File: config.mk
export PLATFORM = sky130hd
export DESIGN_NAME = riscv_core_pipeline_control_t
export DESIGN_NICKNAME = d
export VERILOG_FILES = /design/src/rtl/riscv_core_pipeline_control_t.sv
export SDC_FILE = /design/constraint.sdc
export NUM_CORES = 1
export LEC_CHECK = 0
export BUFFER_PORTS_ARGS = -buffer_cell sky130_fd_sc_hd__buf_2
export CORE_ASPECT_RATIO = 1.1
export CORE_MARGIN = 2
export CORE_UTILIZATION = 45
export DETAILED_ROUTE_END_ITERATION = 8
export PLACE_DENSITY = 0.71
export SLEW_MARGIN = 10
export SYNTH_ARGS = -nofsm -noshare
export SYNTH_HDL_FRONTEND = slang
export SYNTH_SLANG_ARGS = --single-unit
File: constraint.sdc
create_clock -name CLK -period 6.2 [get_ports CLK]
set_input_delay 1.24 -clock CLK [delete_from_list [all_inputs] [get_ports CLK]]
set_output_delay 1.24 -clock CLK [all_outputs]
set_load 0.02 [all_outputs]
File: src/rtl/riscv_core_pipeline_control_t.sv
// riscv_core_pipeline_control_t: hazard/stall/flush controller for the 5-stage core, with deferred EX redirect and saturating perf counters
module riscv_core_pipeline_control_t #(
    parameter int ADDR_W = 32,
    parameter int CNT_W  = 32
) (
    input  logic              CLK,
    input  logic              RST,
    input  logic              ACT,
    input  logic              fe_busy,
    input  logic              id_hazard,
    input  logic              ex_busy,
    input  logic              me_busy,
    input  logic              ex_redirect,
    input  logic [ADDR_W-1:0] ex_redirect_pc,
    input  logic              wb_trap,
    input  logic [ADDR_W-1:0] wb_trap_pc,
    output logic              fe_stall,
    output logic              id_stall,
    output logic              ex_stall,
    output logic              me_stall,
    output logic              id_clear,
    output logic              ex_clear,
    output logic              me_clear,
    output logic              wb_clear,
    output logic              fe_redirect,
    output logic [ADDR_W-1:0] fe_redirect_pc,
    output logic [CNT_W-1:0]  stall_cnt,
    output logic [CNT_W-1:0]  flush_cnt
);
    typedef enum logic [1:0] {IDLE, RUN, PEND} state_t;
    state_t             state_q, state_d;
    logic [ADDR_W-1:0]  pend_pc_q, pend_pc_d;
    logic [CNT_W-1:0]   stall_cnt_q, stall_cnt_d, flush_cnt_q, flush_cnt_d;
    logic               live;
    always_comb begin
        state_d        = state_q;
        pend_pc_d      = pend_pc_q;
        fe_stall       = 1'b1;
        id_stall       = 1'b1;
        ex_stall       = 1'b1;
        me_stall       = 1'b1;
        id_clear       = 1'b0;
        ex_clear       = 1'b0;
        me_clear       = 1'b0;
        wb_clear       = 1'b0;
        fe_redirect    = 1'b0;
        fe_redirect_pc = '0;
        live           = ACT && state_q != IDLE;
        if (!ACT) begin
            state_d = IDLE;
        end else if (state_q == IDLE) begin
            state_d = RUN;
        end else begin
            me_stall = me_busy;
            ex_stall = me_busy || ex_busy;
            id_stall = ex_stall || id_hazard;
            fe_stall = id_stall || fe_busy;
            wb_clear = me_busy;
            me_clear = !me_busy && ex_busy;
            ex_clear = !ex_stall && id_hazard;
            id_clear = !id_stall && fe_busy;
            if (wb_trap) begin
                {fe_stall, id_stall, ex_stall, me_stall} = 4'b0000;
                {id_clear, ex_clear, me_clear, wb_clear} = 4'b1111;
                fe_redirect    = 1'b1;
                fe_redirect_pc = wb_trap_pc;
                state_d        = RUN;
            end else if (!ex_stall && (state_q == PEND || ex_redirect)) begin
                // a held redirect takes precedence; a fresh one arriving in PEND is dropped
                fe_redirect    = 1'b1;
                fe_redirect_pc = state_q == PEND ? pend_pc_q : ex_redirect_pc;
                id_clear       = 1'b1;
                ex_clear       = 1'b1;
                fe_stall       = 1'b0;
                id_stall       = 1'b0;
                state_d        = RUN;
            end else if (state_q == RUN && ex_redirect) begin
                pend_pc_d = ex_redirect_pc;
                state_d   = PEND;
            end
        end
        stall_cnt_d = (live && fe_stall && !(&stall_cnt_q)) ? stall_cnt_q + CNT_W'(1) : stall_cnt_q;
        flush_cnt_d = (fe_redirect && !(&flush_cnt_q)) ? flush_cnt_q + CNT_W'(1) : flush_cnt_q;
        if (RST) begin
            {fe_stall, id_stall, ex_stall, me_stall} = 4'b1111;
            {id_clear, ex_clear, me_clear, wb_clear} = 4'b1111;
            fe_redirect    = 1'b0;
            fe_redirect_pc = '0;
        end
    end
    always_ff @(posedge CLK or posedge RST) begin
        if (RST) begin
            state_q     <= IDLE;
            pend_pc_q   <= '0;
            stall_cnt_q <= '0;
            flush_cnt_q <= '0;
        end else begin
            state_q     <= state_d;
            pend_pc_q   <= pend_pc_d;
            stall_cnt_q <= stall_cnt_d;
            flush_cnt_q <= flush_cnt_d;
        end
    end
    assign stall_cnt = stall_cnt_q;
    assign flush_cnt = flush_cnt_q;
endmodule
Word level (Yosys, flattened, before mapping)
Cells that the tools add are included.
- flip-flop bits (word level): 98
- input bits: 73
- $add $sub $neg: 2
- equality and inequality tests: 3
- mux-type cells: 52
- bitwise gates (word level): 3
- reductions and logical operators: 23
- operator list (operator ; count):
    32-bit 2-to-1 mux ; 6
    32-bit by 1-bit adder with 32-bit output, second input constant ; 2
    32-bit AND reduction ; 2
    1-bit 2-to-1 mux ; 41
    2-bit 2-to-1 mux ; 5
    1-bit logical AND ; 9
    1-bit zero test ; 5
    5-bit by 1-bit inequality test with 1-bit output, second input constant ; 1
    5-bit AND reduction ; 1
    1-bit logical OR ; 4
    1-bit inverter ; 3
    2-bit by 1-bit equality test with 1-bit output, second input constant ; 1
    2-bit equality test, second input constant ; 1
    2-bit zero test ; 1
    2-bit nonzero test ; 1

Logic depth before layout (Yosys ltp)
Gate-level depths: netlist of the first run.
- depth after elaboration: 9
- depth in mapped cells: 7
- mapped depth without buffers: 6

Least setup slack after synthesis of the first run
Ideal clock, no wire load.
- path type: input to output
- start: input RST
- end: output fe_redirect_pc[10]
- data arrival time: 4.391 ns
- required time: 4.960 ns
- path slack: 0.569 ns
- cell stages on the path: 4
- path buffers: 1
- cells stage by stage: inv_1 -> nand2_1 -> clkbuf_1 -> nor2_1
- cells in the longest elaborated chain, start to end: 1
- RTL lines (element ; line ; source):
    from (decl) ; 7 ; input logic RST,
    32-bit 2-to-1 mux ; 84 ; if (RST) begin
    to (decl) ; 26 ; output logic [ADDR_W-1:0] fe_redirect_pc,
No other way between the ends.

Worst setup path in the final report of the first run
- start: input RST
- end: output fe_redirect_pc[23]
Same word-level chain as after synthesis.

==> results of run 1 <==
cell usage after synthesis (all sizes together), types with 18 or more instances:
cell | instances | area (sq um)
dfrtp | 98 | 2452
nand2 | 89 | 334.1
a21oi | 68 | 340.3
nor2 | 51 | 191.4
xor2 | 38 | 332.8
mux2 | 34 | 382.9
nand3 | 25 | 125.1
xnor2 | 23 | 201.4
clkbuf | 21 | 78.83
nor3 | 20 | 105.1
nand4 | 18 | 112.6
nor4 | 18 | 137.6
cell families after synthesis:
family,synth area share
compound gates,0.09035
xor+xnor,0.1018
fa+ha+maj,0.004767
buf+inv,0.02837
flops,0.4672
mux,0.07294
simple gates,0.2346
path summary, 6_finish.rpt:
check / startpoint / endpoint / slack (ps) / cells past startpoint
hold reg to reg: stall_cnt[27] / stall_cnt[27] / 480 / 1
setup reg to reg: state_q[1] / pend_pc_q[19] / 3260 / 7
hold / removal: stall_cnt[27] / stall_cnt[27] / 480 / 1
setup / recovery: RST / fe_redirect_pc[23] / 1870 / 5
max in group asynchronous: RST / flush_cnt[31] / 4110 / 3
min in group asynchronous: RST / pend_pc_q[8] / 940 / 2
metrics by stage:
| step | power (uW) | cell area (sq um) | util | worst slack [ps] | instances |
|---|---|---|---|---|---|
| 2_1_floorplan | 970.0 | 5249 | - | 568.6 | 569 |
| 3_3_place_gp | 1069 | 6256 | 0.5469 | 1984 | 874 |
| 3_5_place_dp | 1085 | 6256 | 0.5469 | 1862 | 874 |
| 4_1_cts | 1642 | 6550 | 0.5726 | 1863 | 889 |
| 5_1_grt | 1706 | 6559 | 0.5733 | 1662 | 889 |
| 6_report | 1623 | 6559 | 0.5733 | 1872 | 889 |
state kept, by name (all words and copies together) (netlist names):
register / cells
stall_cnt: 32
flush_cnt: 32
state_q: 2
pend_pc_q: 32
metal layers:
| metal | GRT usage | share of wire |
|---|---|---|
| met1 | 0.2656 | 0.43 |
| met2 | 0.3669 | 0.49 |
| met3 | 0.02658 | 0.060 |
| met4 | 0.07965 | 0.017 |
| met5 | 0 | 0 |
where the power goes:
part	internal, uW	total (uW)	switching [uW]
Sequential	728	799	70.9
Combinational	114	272	158
Clock	320	553	233
Total	1160	1620	462
cell type report:
class	count	area, sq um	area share
Inverter	9	36.28	0.005532
Tap cell	150	187.7	0.02862
Multi-Input combinational cell	435	2665	0.4063
Sequential cell	98	2452	0.3739
Clock buffer	10	239.0	0.03644
Clock inverter	5	55.05	0.008394
Timing Repair Buffer	182	923.4	0.1408
==> results.md, run 1 <==
- DRT iter0 DRCs: about 290
- CP max-delay cell: nand2_1
- Initial Util: 0.4588
- Area of the core: 11440 sq um
- Die area: between 10000 and 15000 sq um
- CP endpoint kind: output pin
- Fin. Hold Viols: 0
- Status: finished clean
- Routability cong.: 0.8172
- DR DRC count: 0
- I/O pin count: 178
- Worst-path maximum fanout: 45
- CTS Hold Buffers Added: 0
- Num CTS Buffers: 9
- Worst setup SP type: input pin
- Worst-Margin Slew: about 1100 ps
- Post-Synthesis Cells: 569
- Max VDD drop: roughly 0.19 mV
- Commonest non-fill, non-tap cell in the layout: buf_2
- Post-synth EDFFs: 0
- Syn_nets: 644
- Unrepaired setup endpoints after global routing: no
- Fin nets: 810
- Final-layout fill cell count: 1042
- DRT Wirelength: 13280 microns
- Synthesized area per cell: 9.225 sq um
- Antenna Cells: 0
- Crit path max-delay family: simple AND/OR/NAND/NOR gates
- Seq cells post-synth: 98
- Critical path type: in -> out
- Slew headroom: 0.2795
- DR vias: 4753
- Via density: between 5 and 6
- Hold_ws: 479.6 ps
- Post-CTS Setup Bufs: 0
- Final TNS setup: 0 ps
- Tcrit/Tclk final: 0.6980
- Critical Path Most Common Cell: buf_2
- Crit path buf inv count: 3
- Synth warn: 0
- CP Data Arrival Time: approximately 3000 ps
- Worst Skew: 8.492 ps
- Hold/Removal Path Class: reg -> reg
- DRT antenna net count: 0
- Die width: between 100 and 150 microns
- First-pass GRT wire length: 20800 microns
- Die Span Y: about 120 microns
- Max-slew violations: 0
- Mapped cell area: 5249 sq um
- CTS clock-pin slew for the worst setup and hold paths: approximately 60 ps
- Post-CTS resize count: 0
- WL/cell: 14.94 microns
- Clock Tree Root: clkbuf_16
- Commonest non-fill, non-tap cells in the layout: 177 x buf_2, 98 x dfrtp_1, 89 x nand2_1
- Port-buffer cells: 177
- Fmax: 231.1 MHz
- Num rows: 41
- Peak per-stage delay on the critical path: 780 ps
- Gr usage total: 0.2089
- PwrDens: 247.5 nW/um^2
- Leakage power: roughly 0.0033 uW
- Ys flop type: dfrtp_1
- CTS tree: done
- Minimum clock period after layout: 4328 ps
- Area added between synthesis and finish: 24.96%
- GR Overflow Total: 0
- Number of global-route vias before repair: 4352
- Critical Path RT: 4960 ps
- CTS max path bufs: 2
- Max-cap violations: 0
- H-tree levels: 3
- Clk sinks: 98
- Initial antenna violation count: 0
- CP cell instances: buf_2 > inv_4 > nand2_1 > nor2_1 > buf_2
- Largest net degree at the start of global routing: 60
- Post-synthesis cell type count: 43
- Seq/Total Area, Yosys: 0.4672
- Share of cells above drive strength 1: 0.2842
- Worst-Skew Late Latency: between 300 and 400 ps
- DP Wirelength: 9869 microns
- Async SR Flop Fraction: 1.000
- DRT Pass-1 Iters: 5
- Finish-stage setup viols: 0
No activity file was read; power rests on OpenSTA's default activity.
==> inputs of run 2 (changes only) <==
- PLACE_DENSITY: 0.71 -> 0.74
- clock period: 6.2 -> 3.5 ns (I/O delays scaled with it)
==> results.md, run 2 (synthesized netlist as in run 1, its figures left out) <==
- Max-slew violations: 0 (unchanged)
- Die Span Y: 117.3 microns (unchanged)
- CTS Hold Buffers Added: 0 (unchanged)
- Worst-Margin Slew: 792.6 ps (was 1078 ps)
- Initial Util: 0.4588 (unchanged)
- Fin. Hold Viols: 0 (unchanged)
- Worst flop-to-flop path startpoint: state_q[1] (unchanged)
- Initial antenna violation count: 0 (unchanged)
- Fin nets: 816 (was 810)
- PwrDens: 458.0 nW/um^2 (was 247.5 nW/um^2)
- DRT antenna net count: 0 (unchanged)
- GR Overflow Total: 0 (unchanged)
- Num CTS Buffers: 9 (unchanged)
- Num rows: 41 (unchanged)
- Critical Path RT: 2800 ps (was 4960 ps)
- Max-cap violations: 0 (unchanged)
- Largest net degree at the start of global routing: 56 (was 60)
- Commonest non-fill, non-tap cell in the layout: buf_2 (unchanged)
- CP endpoint kind: output pin (unchanged)
- Number of global-route vias before repair: 4373 (was 4352)
- H-tree levels: 3 (unchanged)
- Fmax: 329.7 MHz
- Area of the core: 11440 sq um (unchanged)
- CTS clock-pin slew for the worst setup and hold paths: 60 ps (about the same)
- Final TNS setup: 0 ps (unchanged)
- Post-route cell area: 6680 sq um (was 6559 sq um)
- Clk sinks: 98 (unchanged)
- CP startpoint: state_q[1] (was RST)
- Die width: 107.0 microns (unchanged)
- Slew headroom: 0.4632 (was 0.2795)
- Proportion of power drawn by the clock network: 0.377 (was 0.340)
- Reg area: 2452 sq um (unchanged)
- Worst-Skew Late Latency: 340 ps (about the same)
- DP Wirelength: 10470 microns (was 9869 microns)
- Finish-stage setup viols: 0 (unchanged)
- Sw frac: 0.2704 (was 0.2845)
- I/O pin count: 178 (unchanged)
- CTS max path bufs: 2 (unchanged)
- Net Switching: 827.3 uW (was 461.8 uW)
- Gr usage total: 0.2203 (was 0.2089)
- Tcrit/Tclk final: 0.8665
- Die area: 12550 sq um (unchanged)
- CTS tree: done (unchanged)
- Antenna Cells: 0 (unchanged)
- Leakage power: 0.003415 uW (was 0.003348 uW)
- Routability cong.: 0.8357 (was 0.8172)
- DRT Pass-1 Iters: 5 (unchanged)
- First-pass GRT wire length: 21870 microns (was 20800 microns)
- Combinational power share: 0.162 (was 0.168)
- Unrepaired setup endpoints after global routing: no (unchanged)
- DRT Wirelength: 13880 microns (was 13280 microns)
- DR vias: 4839 (was 4753)
- Seq pwr share: 0.461 (was 0.492)
- Area added between synthesis and finish: 27.27% (was 24.96%)
- Max VDD drop: 0.3408 mV (was 0.1935 mV)
- Finished Core Util: 0.5839 (was 0.5733)
- Hold/Removal Path Class: in -> async (was reg -> reg)
- Status: finished clean (unchanged)
- Worst setup SP type: flop (was input pin)
- Dpl cell area: 6327 sq um (was 6256 sq um)
- Clock Tree Root: clkbuf_16 (unchanged)
- Internal power: 2232 uW (was 1161 uW)
- Post-CTS Setup Bufs: 0 (unchanged)
- Post-CTS resize count: 0 (unchanged)
- Worst-path maximum fanout: 24 (was 45)
- Share of cells above drive strength 1: 0.2882 (was 0.2842)
- WL/cell: 15.49 microns (was 14.94 microns)
- Port-buffer cells: 177 (unchanged)
- Commonest non-fill, non-tap cells in the layout: 177 x buf_2, 98 x dfrtp_1, 89 x nand2_1 (unchanged)
- Via density: 5.401 (was 5.346)
- Area of the multi-input gates: 2656 sq um (was 2665 sq um)
- DR DRC count: 0 (unchanged)
- DRT iter0 DRCs: 239 (was 294)
- Final-layout fill cell count: 998 (was 1042)
- Critical path type: reg -> out (was in -> out)
- CP Data Arrival Time: 2330 ps (was 3090 ps)
- Minimum clock period after layout: 3033 ps
- Worst Skew: 5.969 ps (was 8.492 ps)
## run 2: layout make-up
type                    instances  area share
flip-flops and latches         98      0.3671
clock inverters                 5     0.01498
repair buffers                188      0.1487
clock buffers                  11     0.03783
inverters                       9    0.005619
multi-input cells             435      0.3976
well taps                     150     0.02810
## run 2: critical path, stage by stage (launching register included)
cell and delay (ps):
dfrtp_1 460, nor2b_2 200, o211ai_1 630, buf_12 250, a21oi_1 60, a21oi_1 160, nor2_1 60, buf_2 170
## run 2: power by group through the flow
stage	combinational, uW	sequential (uW)	clock [uW]
floorplan	254	1470	0
global route	547	1430	1220
detailed placement	504	1430	0
global placement	484	1420	0
CTS	506	1410	1180
finish	496	1410	1150
## run 2: final timing paths
path / slack [ps] / endpoint / cells past startpoint
worst max-delay path: 470 / fe_redirect_pc[26] / 7
worst min-delay path: 340 / pend_pc_q[17] / 2
worst max register to register: 910 / pend_pc_q[16] / 8
worst min register to register: 490 / flush_cnt[21] / 1
max in group asynchronous: 2170 / flush_cnt[19] / 3
min in group CLK: 490 / flush_cnt[21] / 1
## run 2: metal layers
layer / share of wire / wire, microns / track usage
met2: 0.49 / 6823 / 0.3745
met5: 0 / 0 / 0
met4: 0.024 / 339 / 0.1074
met3: 0.058 / 811 / 0.03378
met1: 0.43 / 5902 / 0.2772
## run 2: per-stage QoR
step | hold slack (ps) | total power, uW | setup slack, ps | cells
2_1_floorplan | 458.0 | 1720 | -137.9 | 569
3_3_place_gp | 467.5 | 1900 | 652.4 | 880
3_5_place_dp | 471.7 | 1931 | 627.9 | 880
4_1_cts | 339.8 | 3090 | 465.6 | 896
5_1_grt | 352.2 | 3197 | 323.2 | 896
6_report | 344.2 | 3059 | 467.3 | 896
==> inputs of run 3 (changes only) <==
- clock period: 3.5 -> 2.64 ns (I/O delays scaled with it)
==> results.md, run 3 (synthesized netlist as in run 1, its figures left out) <==
- DR vias: 4808 (was 4839)
- Worst Skew: 10.19 ps (was 5.969 ps)
- Worst-path maximum fanout: 7 (was 24)
- Area of the core: 11440 sq um (unchanged)
- GR Overflow Total: 0 (unchanged)
- Initial Util: 0.4588 (unchanged)
- CTS Hold Buffers Added: 0 (unchanged)
- Area of the multi-input gates: 2670 sq um (was 2656 sq um)
- Finish-stage setup viols: 0 (unchanged)
- Number of global-route vias before repair: 4375 (was 4373)
- Slew headroom: 0.5007 (was 0.4632)
- DRT antenna net count: 0 (unchanged)
- DRT Pass-1 Iters: 5 (unchanged)
- Worst-Margin Slew: 737.3 ps (was 792.6 ps)
- First-pass GRT wire length: 21150 microns (was 21870 microns)
- Fin nets: 822 (was 816)
- Unrepaired setup endpoints after global routing: no (unchanged)
- Max-slew violations: 0 (unchanged)
- Num rows: 41 (unchanged)
- CTS tree: done (unchanged)
- Max VDD drop: 0.4249 mV (was 0.3408 mV)
- Die area: 12550 sq um (unchanged)
- I/O pin count: 178 (unchanged)
- CP Data Arrival Time: 1960 ps (was 2330 ps)
- Fin. Hold Viols: 0 (unchanged)
- Post-route cell area: 6680 sq um (unchanged)
- Final-layout fill cell count: 984 (was 998)
- Non-Filler Instances: 902 (was 896)
- Worst setup SP type: flop (unchanged)
- Dpl cell area: 6317 sq um (was 6327 sq um)
- DRT iter0 DRCs: 184 (was 239)
- Share of cells above drive strength 1: 0.2939 (was 0.2882)
- Clk sinks: 98 (unchanged)
- Port-buffer cells: 177 (unchanged)
- Fmax: 401.9 MHz
- Commonest non-fill, non-tap cells in the layout: 177 x buf_2, 98 x dfrtp_1, 89 x nand2_1 (unchanged)
- CTS clock-pin slew for the worst setup and hold paths: 60 ps (about the same)
- Hold/Removal Path Class: in -> async (unchanged)
- Leakage power: 0.003411 uW (was 0.003415 uW)
- Tcrit/Tclk final: 0.9424
- Clock Tree Root: clkbuf_16 (unchanged)
- Num CTS Buffers: 9 (unchanged)
- Max-cap violations: 0 (unchanged)
- DR DRC count: 0 (unchanged)
- Largest net degree at the start of global routing: 55 (was 56)
- Status: finished clean (unchanged)
- Critical Path RT: 2110 ps (was 2800 ps)
- Worst-Skew Late Latency: 340 ps (about the same)
- DP Wirelength: 10270 microns (was 10470 microns)
- Reg area: 2452 sq um (unchanged)
- Via density: 5.330 (was 5.401)
- PwrDens: 580.7 nW/um^2 (was 458.0 nW/um^2)
- DRT Wirelength: 13580 microns (was 13880 microns)
- Gr usage total: 0.2115 (was 0.2203)
- H-tree levels: 3 (unchanged)
- WL/cell: 15.05 microns (was 15.49 microns)
- Die width: 107.0 microns (unchanged)
- Antenna Cells: 0 (unchanged)
- Placed Instances: 882 (was 880)
- Routability cong.: 0.8490 (was 0.8357)
- Area added between synthesis and finish: 27.27% (unchanged)
- Minimum clock period after layout: 2488 ps
- CTS max path bufs: 2 (unchanged)
- Commonest non-fill, non-tap cell in the layout: buf_2 (unchanged)
- Critical path type: reg -> out (unchanged)
- Initial antenna violation count: 0 (unchanged)
- CP endpoint kind: output pin (unchanged)
- Die Span Y: 117.3 microns (unchanged)
-- run 3: cell count changes in the layout (fill, tap and decap cells not counted) --
cell	change
clkinv_4	+2
bufinv_16	-2
nor2b_2	-1
nor2b_4	+1
buf_12	-2
o31ai_2	-1
clkinv_2	-2
buf_4	+7
clkinvlp_4	+2
buf_6	+1
o31ai_4	+1
-- run 3: layout make-up --
class / instances / area share
Clock buffer: 11 / 0.03783
Clock inverter: 5 / 0.009365
Inverter: 9 / 0.005619
Multi-Input combinational cell: 435 / 0.3997
Sequential cell: 98 / 0.3671
Tap cell: 150 / 0.02810
Timing Repair Buffer: 194 / 0.1523
-- run 3: critical path, cell delays in order (launching register included) --
cell     delay (ps)
dfrtp_1         490
nor2b_4         240
buf_4           150
o31a_1          250
a21oi_1          60
o21ai_0         220
buf_2           220
-- run 3: where the power goes --
group          internal, uW  switching (uW)
Clock                   790             571
Combinational           275             375
Sequential             1710             160
Total                  2770            1110
-- run 3: path summary, 6_finish.rpt --
| path | start | endpoint | slack (ps) | depth (start not counted) |
|---|---|---|---|---|
| max in group asynchronous | RST | flush_cnt[15] | 1480 | 4 |
| min reg2reg | stall_cnt[19] | stall_cnt[19] | 480 | 1 |
| min | RST | pend_pc_q[2] | 250 | 3 |
| min in group CLK | ex_redirect_pc[18] | pend_pc_q[18] | 420 | 2 |
| max | state_q[1] | id_clear | 150 | 6 |
| max reg2reg | state_q[1] | stall_cnt[11] | 230 | 6 |
-- run 3: per-layer routing --
| metal | global-route usage | share of wire |
|---|---|---|
| met1 | 0.2663 | 0.43 |
| met4 | 0.08485 | 0.019 |
| met3 | 0.03101 | 0.056 |
| met5 | 0 | 0 |
| met2 | 0.3694 | 0.49 |
-- run 3: what timing repair did --
action,in CTS,in global routing
setup endpoints to repair,33,31
setup buffers,2,2
gates resized for setup,1,2
pin swaps,0,1
-- run 3: per-stage QoR --
step                      utilization  total power, uW  TNS [ps]  setup WS [ps]  hold WS, ps
after global routing           0.5839             4063         0          2.960        257.4
final                          0.5839             3879         0          152.0        249.8
after CTS                      0.5815             3915         0          112.4        241.4
after floorplan                     -             2280    -23070         -653.9        458.0
after global placement         0.5522             2512         0          243.7        467.5
after detailed placement       0.5522             2550         0          140.7        473.6
